<file path="src/rtl/fork_rr_scheduler.sv">
// Round-robin scheduler sharing one four-phase fork channel among N_REQ requesters.
// The fork acknowledge is synchronized internally; a per-phase timer recovers stuck handshakes.
module fork_rr_scheduler #(
    parameter int unsigned N_REQ       = 4,
    parameter int unsigned SYNC_STAGES = 2,
    parameter int unsigned TIMEOUT     = 255,
    parameter int unsigned TW          = 8
) (
    input  logic             clk,
    input  logic             rst,
    input  logic [N_REQ-1:0] req_vec,
    output logic [N_REQ-1:0] grant,
    output logic [N_REQ-1:0] done,
    output logic             fork_req,
    input  logic             fork_ack,
    output logic             busy,
    output logic             timeout_err
);

    localparam int unsigned    PW        = (N_REQ > 1) ? $clog2(N_REQ) : 1;
    localparam logic [TW-1:0]  TIMEOUT_T = TW'(TIMEOUT);
    localparam logic [PW-1:0]  PTR_RST   = PW'(N_REQ - 1);

    typedef enum logic [2:0] {StIdle, StRise, StFall, StDone, StErr} state_e;

    state_e                 state_q, state_d;
    logic [N_REQ-1:0]       grant_q, grant_d;
    logic [PW-1:0]          owner_q, owner_d;
    logic [PW-1:0]          ptr_q, ptr_d;
    logic                   fork_req_q, fork_req_d;
    logic                   timeout_err_q, timeout_err_d;
    logic [TW-1:0]          timer_q, timer_d;
    logic [SYNC_STAGES-1:0] sync_q;
    logic                   ack_s;

    logic [N_REQ-1:0]       win_onehot;
    logic [PW-1:0]          win_idx;
    logic                   win_found;
    int unsigned            cand;
    logic [PW-1:0]          cand_idx;
    logic [TW-1:0]          timer_inc;
    logic                   timed_out;

    always_ff @(posedge clk or negedge rst) begin
        if (!rst) begin
            sync_q <= '0;
        end else begin
            sync_q <= {sync_q[SYNC_STAGES-2:0], fork_ack};
        end
    end

    assign ack_s = sync_q[SYNC_STAGES-1];

    // Search starts one past the last served owner and wraps modulo N_REQ.
    always_comb begin
        win_onehot = '0;
        win_idx    = '0;
        win_found  = 1'b0;
        cand       = 0;
        cand_idx   = '0;
        for (int unsigned i = 1; i <= N_REQ; i++) begin
            cand     = (32'(ptr_q) + i) % N_REQ;
            cand_idx = PW'(cand);
            if (!win_found && req_vec[cand_idx]) begin
                win_found           = 1'b1;
                win_idx             = cand_idx;
                win_onehot[cand_idx] = 1'b1;
            end
        end
    end

    assign timer_inc = (timer_q == '1) ? timer_q : timer_q + TW'(1);
    assign timed_out = (TIMEOUT != 0) && (timer_inc >= TIMEOUT_T);

    always_comb begin
        state_d       = state_q;
        grant_d       = grant_q;
        owner_d       = owner_q;
        ptr_d         = ptr_q;
        fork_req_d    = fork_req_q;
        timer_d       = timer_q;
        timeout_err_d = 1'b0;
        case (state_q)
            StIdle: begin
                if (win_found && !ack_s) begin
                    grant_d    = win_onehot;
                    owner_d    = win_idx;
                    fork_req_d = 1'b1;
                    timer_d    = '0;
                    state_d    = StRise;
                end
            end
            StRise: begin
                if (ack_s) begin
                    fork_req_d = 1'b0;
                    timer_d    = '0;
                    state_d    = StFall;
                end else if (timed_out) begin
                    fork_req_d    = 1'b0;
                    grant_d       = '0;
                    ptr_d         = owner_q;
                    timeout_err_d = 1'b1;
                    state_d       = StErr;
                end else begin
                    timer_d = timer_inc;
                end
            end
            StFall: begin
                if (!ack_s) begin
                    state_d = StDone;
                end else if (timed_out) begin
                    grant_d       = '0;
                    ptr_d         = owner_q;
                    timeout_err_d = 1'b1;
                    state_d       = StErr;
                end else begin
                    timer_d = timer_inc;
                end
            end
            StDone: begin
                grant_d = '0;
                ptr_d   = owner_q;
                state_d = StIdle;
            end
            StErr: begin
                if (!ack_s) begin
                    state_d = StIdle;
                end
            end
            default: begin
                grant_d    = '0;
                fork_req_d = 1'b0;
                state_d    = StIdle;
            end
        endcase
    end

    always_ff @(posedge clk or negedge rst) begin
        if (!rst) begin
            state_q       <= StIdle;
            grant_q       <= '0;
            owner_q       <= '0;
            ptr_q         <= PTR_RST;
            fork_req_q    <= 1'b0;
            timeout_err_q <= 1'b0;
            timer_q       <= '0;
        end else begin
            state_q       <= state_d;
            grant_q       <= grant_d;
            owner_q       <= owner_d;
            ptr_q         <= ptr_d;
            fork_req_q    <= fork_req_d;
            timeout_err_q <= timeout_err_d;
            timer_q       <= timer_d;
        end
    end

    assign grant       = grant_q;
    assign done        = (state_q == StDone) ? grant_q : '0;
    assign fork_req    = fork_req_q;
    assign busy        = (state_q != StIdle);
    assign timeout_err = timeout_err_q;

endmodule

</file>
<file path="config.mk">
export PLATFORM = sky130hd
export DESIGN_NAME = fork_rr_scheduler
export DESIGN_NICKNAME = d
export VERILOG_FILES = /design/src/rtl/fork_rr_scheduler.sv
export SDC_FILE = /design/constraint.sdc
export NUM_CORES = 1
export LEC_CHECK = 0
export CORE_MARGIN = 1.5
export CORE_UTILIZATION = 58
export CTS_CLUSTER_DIAMETER = 80
export DETAILED_ROUTE_END_ITERATION = 10
export GPL_ROUTABILITY_DRIVEN = 0
export PLACE_DENSITY = 0.89
export RECOVER_POWER = 50
export SLEW_MARGIN = 20
export SYNTH_ARGS = -nofsm -noshare
export SYNTH_HDL_FRONTEND = slang
export SYNTH_SLANG_ARGS = --single-unit
</file>
<file path="constraint.sdc">
create_clock -name clk -period 3.5 [get_ports clk]
set_input_delay 0.7 -clock clk [delete_from_list [all_inputs] [get_ports clk]]
set_output_delay 0.7 -clock clk [all_outputs]
set_load 0.01 [all_outputs]
</file>
==> qor.txt <==
status: finished clean
GRT Residual Overflow: 0
Die Span Y: 61.31 um
die area: 0.003758 mm2
Core Util, Final: 67.86%
first-pass GRT wire length: 7231 um
initial antenna violation count: 0
# DRC: 0
PostCTS Resize Cnt: 0
Syn Nets: 240
largest family of logic cells by synthesized area: compound AO/OA/AOI/OAI gates
worst clock skew: 0.01169 ns
Slew headroom: 19.90%
DR vias/cell: 6.536
Worst-Skew Late Latency: 0.32 ns
vias in the first global route: 1591
WP data required: 2.80 ns
clk buf depth: 2
Mapped Area: 0.001972 mm2
Area growth syn-to-layout: 8.502%
Worst Hold Endpoint: sync_q[1]
hold depth: 0
FILL cells: 259
Yosys top cell area share: 26.65%
Num CTS Buffers: 3
Reg2Reg Depth: 5
adder-cell area share of the yosys netlist: 5.711%
DR pass1 iterations: 4
clock sink total: 23
P_leak: 0.8832 nW
power per cell area: 429.1 mW/mm2
vias after detailed routing: 1791
Max VDD drop: 294.0 uV
total negative slack: 0 ns
hold_buf cts: 0
synth unique cells: 59
FF-to-FF Start: ptr_q[0]
main area contributors after synthesis: dfrtp_1, ha_1, nand2_1, and2_1, a21oi_1
Worst setup EP type: primary output
fmax: 358.4 MHz
WL final: 4340 um
Core ar.: 0.003153 mm2
R2R setup slack: 0.74 ns
quantity of I/O buffers inserted on ports: 17
overall power: 918.0 uW
Inst Count DP: 270
Critical Path AT: 2.09 ns
period utilisation layout: 79.72%
CTS root buf: clkbuf_4
num rows: 20
fin. max-slew vios: 0
Hold WC Path Type: flop to flop
# diodes: 0
Cells after Synth: 224
DR WL/cell: 15.84 um
H-tree Lvls: 1
final cell count without fillers: 274
Clock transition at path regs: 0.14 ns
critical path fanouts, max: 10
critical hold path startpoint: sync_q[0]
Post-DP HPWL: 3023 um
Worst Tran Pin Value: 1.201 ns
Yosys warning count: 0
overall die width: 61.31 um
layout cells sized above 1: 9.130%
Synth Register Bits: 23
top_reg_cell synth: dfrtp_1
CTS tree: done
Placed Area: 0.002118 mm2
Post-CTS Setup Bufs: 0
largest net degree at the start of global routing: 24
async set or reset register ratio after synthesis: 100.0%
GR Util All Layers: 25.13%
RSZ-0062 raised after global routing: false
worst reg2reg endpoint: grant[2]
Initial DRC Count: 108
crit start category: flop
critical path class: flop to primary output
mux contribution to synthesized area: 4.949%
syn avg cell area: 8.803 um2
number of enable flip-flop cells after synthesis: 0
Post-Synth Simple-Gate Area: 26.21%
max-cap violations: 0
Fin. Hold Viols: 0
initial core utilization: 62.54%
top cell type by total area after synthesis: dfrtp_1
antenna viol nets, final: 0
# nets final: 247
Top Ports: 18
XOR/XNOR Fraction of Synth Area: 0.4442%
commonest cells after routing, fill and taps aside: nand2_1, dfrtp_1, a21oi_1
Finish-stage setup viols: 0
minimum clock period: 2.790 ns
commonest non-fill, non-tap cell in the layout: nand2_1
fin area: 0.002140 mm2
post-synthesis sequential area ratio: 29.31%
post-synthesis compound-gate area fraction: 28.24%
==> metrics by stage <==
stage / setup slack (ns) / hold WS, ns
3_3_place_gp: 0.6023 / 0.3340
3_5_place_dp: 0.5184 / 0.3411
2_1_floorplan: 0.9750 / 0.3312
6_report: 0.7097 / 0.3678
4_1_cts: 0.7112 / 0.3721
5_1_grt: 0.4666 / 0.3776
==> power breakdown <==
part	total, mW	switching (mW)	internal [mW]	leakage [nW]
registers	0.401	0.0782	0.322	0.294
logic	0.389	0.194	0.195	0.572
clock network	0.129	0.0860	0.0428	0.0177
==> cell type report <==
cell class	instances	area, um2	share of cell area (%)
clock buffer	3	22.52	1.053
sequential	23	578.1	27.02
multi-input combinational	180	1292	60.41
clock inverter	1	5.005	0.2339
timing repair buffer	17	163.9	7.661
inverter	6	22.52	1.053
tap	44	55.05	2.573
==> worst max-delay path, cell delays in order, from the launching register on <==
cell and delay (ns):
dfrtp_1 0.51, inv_1 0.23, and3_1 0.34, and2_1 0.16, clkdlybuf4s50_1 0.52
==> routing by layer <==
| layer | GRT usage (%) | share of wire (%) | vias up |
|---|---|---|---|
| met5 | 0 | 0 | - |
| met4 | 8.075 | 1.6 | 0 |
| met3 | 2.521 | 5.1 | 8 |
| met2 | 38.30 | 47 | 65 |
| met1 | 37.47 | 46 | 852 |
| li1 | - | - | 866 |
==> how the worst max path moves through the flow <==
| stage | from | end | slack [ns] |
|---|---|---|---|
| finish | state_q[2] | done[2] | 0.71 |
| detailed placement | req_vec[3] | grant[2] | 0.52 |
| global placement | req_vec[3] | grant[1] | 0.60 |
| global route | ptr_q[0] | grant[2] | 0.47 |
| floorplan | ptr_q[1] | grant[2] | 0.98 |
| CTS | state_q[2] | done[2] | 0.71 |
==> sequential cells by signal, indices dropped and copies added (netlist names) <==
signal,count
state_q,3
owner_q,2
timeout_err,1
sync_q,2
grant,4
ptr_q,2
fork_req,1
timer_q,8
==> cell families after synthesis <==
family,Yosys count
muxes,7
and+or+nand+nor,89
AOI/OAI and AO/OA,74
xor gates and xnor gates,1
buffers and inverters,21
adders and majority gates,9
DFF,23
==> cell usage after synthesis, types with 4 or more instances <==
cell type   n
nor2_1     12
a211oi_1    4
a2111o_1    5
nand3_1     8
nand2_1    23
nand2b_1    4
a21oi_1    13
a22oi_1     5
o31ai_1     4
o21ai_0    10
dfrtp_1    21
inv_1       6
clkbuf_1    6
buf_2       6
and3b_1     4
ha_1        9
and2_1     11
No activity file was read; power rests on OpenSTA's default activity.
